==> src/rtl/inst_encoder.sv <==
// inst_encoder: packs RISC-V instruction fields into 32-bit words and streams them
// into IMEM through a two-stage pipeline with sticky encode-error reporting.
module inst_encoder #(
    parameter int RFW = 5,
    parameter int DW  = 32,
    parameter int IW  = 32,
    parameter int AW  = 10
) (
    input  logic           clk,
    input  logic           rst_n,
    input  logic           start,
    input  logic [AW-1:0]  base_addr,
    input  logic           in_valid,
    output logic           in_ready,
    input  logic [2:0]     fmt,
    input  logic [4:0]     opcode,
    input  logic [2:0]     funct3,
    input  logic [6:0]     funct7,
    input  logic [RFW-1:0] rd,
    input  logic [RFW-1:0] rs1,
    input  logic [RFW-1:0] rs2,
    input  logic [DW-1:0]  imm,
    output logic           mem_we,
    output logic [AW-1:0]  mem_addr,
    output logic [IW-1:0]  mem_wdata,
    input  logic           mem_ready,
    output logic [AW:0]    count,
    output logic           busy,
    output logic           err,
    output logic [1:0]     err_code
);
    typedef struct packed {
        logic [2:0]     fmt;
        logic [4:0]     opcode;
        logic [2:0]     funct3;
        logic [6:0]     funct7;
        logic [RFW-1:0] rd;
        logic [RFW-1:0] rs1;
        logic [RFW-1:0] rs2;
        logic [DW-1:0]  imm;
    } bundle_t;

    localparam logic [AW:0] CNT_MAX = {1'b1, {AW{1'b0}}};

    bundle_t       in_bundle, s1;
    logic          s1_valid, s2_valid;
    logic [6:0]    op;
    logic [IW-1:0] enc_word;
    logic [1:0]    enc_code;
    logic          ok11, ok12, ok20;
    logic          s1_bad, s2_done, s1_drain, s1_move, s2_load, accept, start_ok;

    assign in_bundle = {fmt, opcode, funct3, funct7, rd, rs1, rs2, imm};

    // An immediate fits when every bit above the encoded field is a copy of the sign.
    assign ok11 = (&s1.imm[31:11]) | ~(|s1.imm[31:11]);
    assign ok12 = (&s1.imm[31:12]) | ~(|s1.imm[31:12]);
    assign ok20 = (&s1.imm[31:20]) | ~(|s1.imm[31:20]);
    assign op   = {s1.opcode, 2'b11};

    always_comb begin
        enc_word = '0;
        enc_code = 2'd0;
        case (s1.fmt)
            3'd0: enc_word = {s1.funct7, s1.rs2, s1.rs1, s1.funct3, s1.rd, op};
            3'd1: begin
                enc_word = {s1.imm[11:0], s1.rs1, s1.funct3, s1.rd, op};
                if (!ok11) enc_code = 2'd2;
            end
            3'd2: begin
                enc_word = {s1.imm[11:5], s1.rs2, s1.rs1, s1.funct3, s1.imm[4:0], op};
                if (!ok11) enc_code = 2'd2;
            end
            3'd3: begin
                enc_word = {s1.imm[12], s1.imm[10:5], s1.rs2, s1.rs1, s1.funct3,
                            s1.imm[4:1], s1.imm[11], op};
                if (!ok12)          enc_code = 2'd2;
                else if (s1.imm[0]) enc_code = 2'd3;
            end
            3'd4: begin
                enc_word = {s1.imm[31:12], s1.rd, op};
                if (|s1.imm[11:0]) enc_code = 2'd2;
            end
            3'd5: begin
                enc_word = {s1.imm[20], s1.imm[10:1], s1.imm[11], s1.imm[19:12], s1.rd, op};
                if (!ok20)          enc_code = 2'd2;
                else if (s1.imm[0]) enc_code = 2'd3;
            end
            default: enc_code = 2'd1;
        endcase
    end

    // A bad word in S1 is discarded unconditionally, so it never stalls the input.
    assign s2_done  = s2_valid & mem_ready;
    assign s1_bad   = s1_valid & (enc_code != 2'd0);
    assign s1_drain = !s2_valid | s2_done | s1_bad;
    assign s1_move  = s1_valid & s1_drain;
    assign s2_load  = s1_move & !s1_bad;
    assign in_ready = !start & (!s1_valid | s1_drain);
    assign accept   = in_valid & in_ready;
    assign busy     = s1_valid | s2_valid;
    assign start_ok = start & !busy;
    assign mem_we   = s2_valid;

    always_ff @(posedge clk or negedge rst_n) begin
        if (!rst_n) begin
            s1        <= '0;
            s1_valid  <= 1'b0;
            s2_valid  <= 1'b0;
            mem_addr  <= '0;
            mem_wdata <= '0;
            count     <= '0;
            err       <= 1'b0;
            err_code  <= 2'd0;
        end else begin
            if (accept) s1 <= in_bundle;
            s1_valid <= accept | (s1_valid & !s1_drain);
            s2_valid <= s2_load | (s2_valid & !s2_done);
            if (s2_load) mem_wdata <= enc_word;
            if (start_ok) begin
                mem_addr <= base_addr;
                count    <= '0;
                err      <= 1'b0;
                err_code <= 2'd0;
            end else begin
                if (s2_done) begin
                    mem_addr <= mem_addr + AW'(1);
                    if (count != CNT_MAX) count <= count + (AW+1)'(1);
                end
                if (s1_bad) begin
                    err <= 1'b1;
                    if (err_code == 2'd0) err_code <= enc_code;
                end
            end
        end
    end
endmodule

==> config.mk <==
export PLATFORM = sky130hd
export DESIGN_NAME = inst_encoder
export DESIGN_NICKNAME = d
export VERILOG_FILES = /design/src/rtl/inst_encoder.sv
export SDC_FILE = /design/constraint.sdc
export NUM_CORES = 1
export LEC_CHECK = 0
export ABC_AREA = 0
export CORE_UTILIZATION = 49
export CTS_BUF_LIST = sky130_fd_sc_hd__clkbuf_16
export CTS_CLUSTER_SIZE = 25
export DETAILED_ROUTE_END_ITERATION = 7
export HOLD_SLACK_MARGIN = 0.05
export MAX_ROUTING_LAYER = met4
export PLACE_DENSITY = 0.89
export RECOVER_POWER = 50
export SLEW_MARGIN = 20
export SYNTH_ARGS = -nofsm -noshare
export SYNTH_HDL_FRONTEND = slang
export SYNTH_SLANG_ARGS = --single-unit
==> constraint.sdc <==
create_clock -name clk -period 7.5 [get_ports clk]
set_clock_uncertainty 0.1 [all_clocks]
set_input_delay 1.125 -clock clk [delete_from_list [all_inputs] [get_ports clk]]
set_output_delay 1.125 -clock clk [all_outputs]
set_load 0.01 [all_outputs]
==> After elaboration in Yosys (flattened, before gate mapping) <==
Cells that the tools add are included.
{ "word_totals": {"reg_bits": 123, "latchBits": 0, "ram_bits": 0, "mem_bits_ro": 0, "output_inout_bits": 59, "wordCells": 85, "memories": 0} }
{ "classes": {"n_addsub": 2, "n_mul": 0, "div_mod_pow": 0, "n_lt_le_gt_ge": 0, "eq_ne": 6, "shifts": 0, "n_mux": 17, "bitwise_logic": 21, "n_reduce_logical": 24} }
{ "op_table": {"columns": ["op", "count"], "rows": [
  ["32-bit case mux with 6 select lines", 1],
  ["11-bit 2-to-1 mux", 3],
  ["12-bit OR reduction", 2],
  ["21-bit AND reduction", 1],
  ["21-bit OR reduction", 1],
  ["10-bit 2-to-1 mux", 2],
  ["20-bit AND reduction", 1],
  ["20-bit OR reduction", 1],
  ["2-bit 2-to-1 mux", 8],
  ["12-bit AND reduction", 1],
  ["11-bit by 1-bit adder with 11-bit output (second input constant)", 1],
  ["11-bit != test (second input constant)", 1],
  ["10-bit by 1-bit adder with 10-bit output (second input constant)", 1],
  ["2-bit case mux with 5 select lines", 1],
  ["2-bit nonzero test", 5],
  ["1-bit bitwise AND", 9],
  ["1-bit OR", 9],
  ["1-bit logical NOT", 7],
  ["3-bit by 2-bit equality test with 1-bit output (second input constant)", 2],
  ["3-bit equality test (second input constant)", 2],
  ["2-bit AND reduction", 2],
  ["3-bit by 1-bit equality test with 1-bit output (second input constant)", 1],
  ["3-bit logical NOT", 1],
  ["1-bit NOT", 3],
  ["other kinds (3)", 4]
]} }

==> Longest topological paths before layout <==
Gate-level depths: netlist of the first run.
{ "depth": {"ltp_word": 12, "mapped_depth": 9} }

==> Worst setup path before layout of the first run <==
OpenSTA, ideal clock, no wires.
{ "synth_path": {"kind": "reg-to-output", "startpoint": "register s1[22] in the netlist's numbering", "endpoint": "output port in_ready", "arrival_ps": 1900, "setup_slack_ps": 4375, "stages_incl_launch_ff": 7, "n_path_buf": 0, "path_cell_list": "dfrtp_1 or4_1 or4_1 o41ai_2 o21ai_2 nor3_1 nor2_1"} }
{ "synth_between": {"elab_chain_cells": 10, "word_cells_on_any_way": 21} }
{ "synth_lines": {"columns": ["element", "line", "rtl"], "rows": [
  ["from (decl)", "45", "bundle_t in_bundle, s1;"],
  ["from (signal assigned)", "116", "if (accept) s1 <= in_bundle;"],
  ["21-bit OR reduction (tied with other cells)", "56", "assign ok11 = (&s1.imm[31:11]) | ~(|s1.imm[31:11]);"],
  ["1-bit NOT (on tied branches)", "56, 57, 58", null],
  ["1-bit OR (on tied branches)", "56, 57, 58", null],
  ["2-bit 2-to-1 mux (on tied branches)", null, null],
  ["2-bit case mux with 5 select lines *", "64", "case (s1.fmt)"],
  ["2-bit nonzero test *", "95", "assign s1_bad = s1_valid & (enc_code != 2'd0);"],
  ["1-bit bitwise AND *", "95", null],
  ["1-bit OR *", "96", "assign s1_drain = !s2_valid | s2_done | s1_bad;"],
  ["1-bit OR *", "99", "assign in_ready = !start & (!s1_valid | s1_drain);"],
  ["1-bit bitwise AND *", "99", null],
  ["to (decl)", "14", "output logic in_ready,"]
]} }
Every way passes the cells marked *; elsewhere a longest branch is shown, timed or not.

==> results.py, run 1 <==
metrics = {
    "finish": {
        "multi_input_area_um2": 2450,
        "post-route-util_pct": 67.6,
        "fillers": 830,
        "fin_area_um2": 7720,
        "fin_nets": 709,
        "regArea_um2": 3050,
        "drive_above_1_share_pct": 8.31,
        "diodes": 0,
        "syn2layout_area_growth_pct": 34.3,
    },
    "worst_setup_path": {
        "critPathKind": "in2async",
        "cp_top_family": "buffers and inverters",
        "cp_slowest_cell": "clkbuf_1",
        "crit_path_max_incr_delay_ps": 2390,
        "end_kind": "async pin",
        "critPathBufInv": 2,
        "crit_path_max_fanout": 65,
        "start_kind": "input port",
        "cp.required_ps": 7670,
        "cp_cell_sequence": "clkbuf_1 -> clkbuf_2",
        "crit_arrival_ps": 4940,
    },
    "sta": {
        "postLayoutSetupSlackWorst_ps": 2730,
        "setup_viol": 0,
        "min_period_over_period_pct": 63.6,
        "rsz0062_at_grt": "false",
        "drv_slew": 100,
        "fmax_mhz": 209,
        "worstMarginPinSlew_ps": 3440,
        "fin_crit_ps": 4770,
        "slew_headroom_pct": -129,
        "tns_ps": 0,
        "hold_viol_final": 0,
    },
    "global_route": {
        "grt_usage_pct": 24.8,
        "grt_pass1_wl_mm": 21.7,
        "overflow": 0,
        "grt_max_degree": 66,
        "grt_pass1_vias": 4426,
        "antenna_found_initial": 0,
    },
    "place": {
        "place_area_um2": 7140,
        "dp_slack_ps": 3480,
        "dp.final_hpwl_mm": 9.75,
        "gp_congestion": 0.855,
        "io_buffers": 138,
    },
    "synthesis": {
        "syn_nets": 575,
        "post-synth-top-count-cell": "dfrtp_1",
        "synth_area_leader_cell": "dfrtp_1",
        "avgSynthCellArea_um2": 11.7,
        "synth_common_cells": "dfrtp_1, mux2_1, nand2_1",
        "yosysSeqAreaShare_pct": 53.1,
        "synth_flop_cell": "dfrtp_1",
        "ys_warn_count": 0,
        "synth_top_cell_area_share_pct": 53.1,
        "synthTopCellsByArea": "dfrtp_1, mux2_1, mux2_2",
        "ys_async_sr_fraction_pct": 100,
        "ys_ff_latch": 122,
        "synth_area_um2": 5750,
        "ys_types": 47,
        "synth_edf_count": 0,
        "syn_inst": 492,
    },
    "route": {
        "wl_per_cell_um": 17.6,
        "first_iter_violations": 492,
        "vias": 4318,
        "drc": 0,
        "routed_wl_mm": 13.8,
        "drt_pass1_iterations": 5,
        "via_per_inst": 5.53,
        "postRouteAntennaNets": 0,
    },
    "floorplanning": {
        "core_um2": 11400,
        "die-area_um2": 12200,
        "die_y_um": 110,
        "row_count": 39,
        "io_pins": 139,
        "die_w_um": 110,
        "start_util_pct": 50.4,
    },
    "status": {
        "status": "finished, violations left",
        "violations": "max-capacitance violations, max-slew violations",
    },
    "hold_path": {
        "hold_class": "reg2reg",
    },
    "clock_network": {
        "cts_sinks": 122,
        "cts_buffers": 17,
        "cts_root_buf": "clkbuf_16",
        "htree_levels": 4,
        "clockBufferDepth": 2,
        "cts_tree": "done",
        "path_clk_slew_ps": 50,
        "cts_hold_buf": 0,
        "cts_setup_buffers": 0,
        "cts_resized": 0,
        "clkLatencyLatePin_ps": 410,
    },
    "power_and_ir_drop": {
        "peakVddDrop_uv": 192,
        "p_leak_nw": 3.28,
        "p_per_area_nw_per_um2": 300,
        "p_total_mw": 2.32,
    },
    "run": {
        "maxCapViolations": 2,
    },
}
registers in the layout, summed over array words and instances (netlist names):
name	flops
count	11
err	1
err_code	2
mem_addr	10
mem_wdata	31
mem_we	1
op	5
s1	60
s1_valid	1
power breakdown:
part           total, mW  switching (mW)  internal [mW]
logic              0.558           0.243          0.315
registers          0.943           0.130          0.813
clock network      0.815           0.273          0.542
final cells by class:
type | count | share of cell area (%)
Tap cell | 143 | 2.32
Inverter | 15 | 0.729
Sequential cell | 122 | 39.5
Timing Repair Buffer | 141 | 18.1
Clock buffer | 17 | 5.51
Clock inverter | 14 | 2.09
Multi-Input combinational cell | 329 | 31.8
worst reg2reg max path, stage by stage (launching register included):
cell	delay, ps
dfrtp_1	960
nand2b_1	210
or4_1	470
o41ai_2	110
o21ai_2	130
o31ai_4	170
buf_4	680
mux2_2	490
through the flow:
| stage | std cells | hold slack [ps] |
|---|---|---|
| 2_1_floorplan | 492 | 360 |
| 3_3_place_gp | 750 | 364 |
| 3_5_place_dp | 750 | 375 |
| 4_1_cts | 781 | 390 |
| 5_1_grt | 781 | 399 |
| 6_report | 781 | 378 |
cells in the final DEF (no fill, tap or decap), types with 8 or more instances in the layout:
cell             instances
xor2_1                  10
o21ai_0                 28
mux2_1                  79
mux2_2                  18
dfrtp_1                122
clkdlybuf4s50_1        109
inv_1                   15
nor3_1                  10
a21oi_1                 11
nor2_1                  37
clkbuf_16               17
mux2i_1                  8
nand4_1                 10
nand2_1                 43
nand3_1                  9
dlygate4sd3_1           28
worst paths after layout:
| path | from | end | slack (ps) | cells past startpoint |
|---|---|---|---|---|
| worst max-delay path | rst_n | s1[53]$_DFFE_PN0P_ | 2730 | 2 |
| worst min-delay path | mem_wdata[20]$_DFFE_PN0P_ | mem_wdata[20]$_DFFE_PN0P_ | 380 | 1 |
| worst max register to register | s1[62]$_DFFE_PN0P_ | s1[48]$_DFFE_PN0P_ | 4070 | 7 |
| worst min register to register | mem_wdata[20]$_DFFE_PN0P_ | mem_wdata[20]$_DFFE_PN0P_ | 380 | 1 |
| max in group clk | s1[64]$_DFFE_PN0P_ | in_ready | 3140 | 6 |
| min in group asynchronous | rst_n | count[8]$_DFFE_PN0P_ | 1780 | 1 |
layer usage:
layer  global-route usage (%)  vias up  routed length [um]
met2                     39.2      172                6650
met1                     29.9     2110                5730
li1                         -     2014                   -
met4                     9.21        0                 227
met3                     8.00       22                1170
met5                        -        -                   0
kinds of logic after synthesis:
family,count (synthesis),share of synthesized area [%]
simple gates,138,11.4
flops,122,53.1
mux,105,20.4
compound gates,67,7.57
buf+inv,41,4.52
xor+xnor,16,2.44
fa+ha+maj,3,0.653
Note: power is estimated with default switching activity, not from simulation.
==> run 2: changes to the inputs <==
==> constraint.sdc (replaced) <==
create_clock -name clk -period 4.85 [get_ports clk]
set_clock_uncertainty 0.1 [all_clocks]
set_input_delay 0.7275 -clock clk [delete_from_list [all_inputs] [get_ports clk]]
set_output_delay 0.7275 -clock clk [all_outputs]
set_load 0.01 [all_outputs]
==> run 2 against run 1 <==
- the run still ends with max-capacitance violations, max-slew violations left
- count of clock-buffer cells in the layout is the same
- critical path depth grew 4
- non-clock buffer count grew 3
- sequential power grew 56%
- global-route usage grew 1.4 points
- total power grew 60%
- combinational power grew 60%
- critical path type is now reg2out
- via count grew 3.7%
- sequential share of layout area shrank 0.30 points
- utilization grew 0.51 points
- cell count grew 0.38%
==> results.py, run 2 (synthesis gave the netlist of run 1 again) <==
metrics = {
    "worst_setup_path": {
        "start_kind": "register",
        "critPathKind": "reg2out",
        "cp.required_ps": 4020,
        "r2r_slack_ps": 1640,
        "crit_path_max_incr_delay_ps": 1050,
        "crit_path_max_fanout": 29,
        "reg2reg_depth": 7,
        "cp_cell_sequence": "nor2b_1 -> nand2_1 -> o21ai_2 -> nor3_1 -> nor2_1 -> clkdlybuf4s50_1",
        "crit_arrival_ps": 3200,
        "end_kind": "output port",
        "cp_slowest_cell": "dfrtp_1",
    },
    "status": {
        "status": "finished, violations left",
        "violations": "max-capacitance violations, max-slew violations",
    },
    "global_route": {
        "grt_max_degree": 52,
        "grt_usage_pct": 26.2,
        "overflow": 0,
        "grt_pass1_vias": 4598,
        "grt_pass1_wl_mm": 22.9,
        "antenna_found_initial": 0,
    },
    "route": {
        "wl_per_cell_um": 18.7,
        "drt_pass1_iterations": 4,
        "vias": 4477,
        "routed_wl_mm": 14.7,
        "via_per_inst": 5.71,
        "first_iter_violations": 482,
        "postRouteAntennaNets": 0,
        "drc": 0,
    },
    "clock_network": {
        "clockBufferDepth": 2,
        "cts_resized": 0,
        "cts_tree": "done",
        "clkLatencyLatePin_ps": 420,
        "cts_hold_buf": 0,
        "cts_root_buf": "clkbuf_16",
        "path_clk_slew_ps": 50,
        "htree_levels": 4,
        "cts_sinks": 122,
        "cts_setup_buffers": 0,
        "cts_buffers": 17,
    },
    "hold_path": {
        "min_delay_path_depth": 1,
        "hold_class": "reg2reg",
    },
    "sta": {
        "min_period_over_period_pct": 83.1,
        "rsz0062_at_grt": "false",
        "hold_viol_final": 0,
        "worstMarginPinSlew_ps": 2100,
        "tns_ps": 0,
        "fmax_mhz": 248,
        "drv_slew": 75,
        "setup_viol": 0,
        "fin_crit_ps": 4030,
        "slew_headroom_pct": -39.8,
    },
    "power_and_ir_drop": {
        "power_frac_comb_pct": 24.1,
        "p_seq_share_pct": 39.5,
        "cell_internal_pwr_mw": 2.66,
        "peakVddDrop_uv": 329,
        "switching_share_pct": 28.4,
        "netSwitchingPower_mw": 1.05,
        "p_leak_nw": 3.28,
        "pwr-share-clk_pct": 36.4,
        "p_per_area_nw_per_um2": 477,
    },
    "floorplanning": {
        "io_pins": 139,
        "die_w_um": 110,
        "row_count": 39,
        "die_y_um": 110,
        "core_um2": 11400,
        "die-area_um2": 12200,
        "start_util_pct": 50.4,
    },
    "finish": {
        "fin_nets": 712,
        "registers.top_by_ff_count": "s1",
        "top_regs": "s1: 60 flops, mem_wdata: 31 flops, count: 11 flops",
        "fillers": 775,
        "syn2layout_area_growth_pct": 35.3,
        "final_common_cell": "dfrtp_1",
        "final_cell_mix": "dfrtp_1, clkdlybuf4s50_1, mux2_1",
        "drive_above_1_share_pct": 8.89,
        "largest_reg_flops": 60,
        "diodes": 0,
        "layoutNonFillerInstCount": 784,
    },
    "place": {
        "io_buffers": 138,
        "dp.final_hpwl_mm": 10.2,
        "numPlacedInstances": 753,
        "gp_congestion": 0.858,
    },
    "run": {
        "maxCapViolations": 2,
    },
}
==> run 2: final cells by class <==
type                    count  area (um2)  area share, %
well taps                 143         179           2.30
inverters                  15        56.3          0.723
repair buffers            144        1410           18.1
multi-input cells         329        2450           31.5
flip-flops and latches    122        3050           39.2
clock buffers              17         425           5.47
clock inverters            14         205           2.64
==> run 2: critical path, delay by kind of cell (launching register included) <==
| family | cells | cell delay (ps) |
|---|---|---|
| AOI/OAI and AO/OA | 1 | 250 |
| buffers and inverters | 1 | 540 |
| DFF | 1 | 1050 |
| and+or+nand+nor | 4 | 930 |
==> run 2: layer usage <==
layer | track usage, % | vias to the layer above | share of wire [%]
li1 | - | 2027 | -
met4 | 10.5 | 0 | 2.1
met1 | 30.2 | 2200 | 40
met5 | - | - | 0
met3 | 9.76 | 32 | 8.6
met2 | 41.6 | 218 | 50
==> run 2: power by group through the flow <==
stage	registers [mW]	logic, mW	clock network [mW]
final	1.47	0.895	1.35
after CTS	1.47	0.930	1.37
after detailed placement	1.48	0.916	0
after floorplan	1.47	0.384	0
after global placement	1.46	0.882	0
after global routing	1.50	0.972	1.42
==> run 2: metrics by stage <==
stage               hold WS (ps)  area [um2]  setup WS (ps)  util, %  power [mW]
finish                       382        7780            818     68.2        3.72
detailed placement           375        7170           1340     62.8        2.39
CTS                          188        7800            861     68.3        3.77
global placement             362        7170           1450     62.8        2.34
global route                 396        7780            600     68.2        3.89
floorplan                    332        5750           2100        -        1.86
==> run 2: path summary, 6_finish.rpt <==
kind | from | to
setup / recovery | s1[64]$_DFFE_PN0P_ | in_ready
hold / removal | mem_wdata[29]$_DFFE_PN0P_ | mem_wdata[29]$_DFFE_PN0P_
setup reg to reg | s1[23]$_DFFE_PN0P_ | s1[45]$_DFFE_PN0P_
hold reg to reg | mem_wdata[29]$_DFFE_PN0P_ | mem_wdata[29]$_DFFE_PN0P_
max in group asynchronous | rst_n | s1[17]$_DFFE_PN0P_
min in group asynchronous | rst_n | count[10]$_DFFE_PN0P_
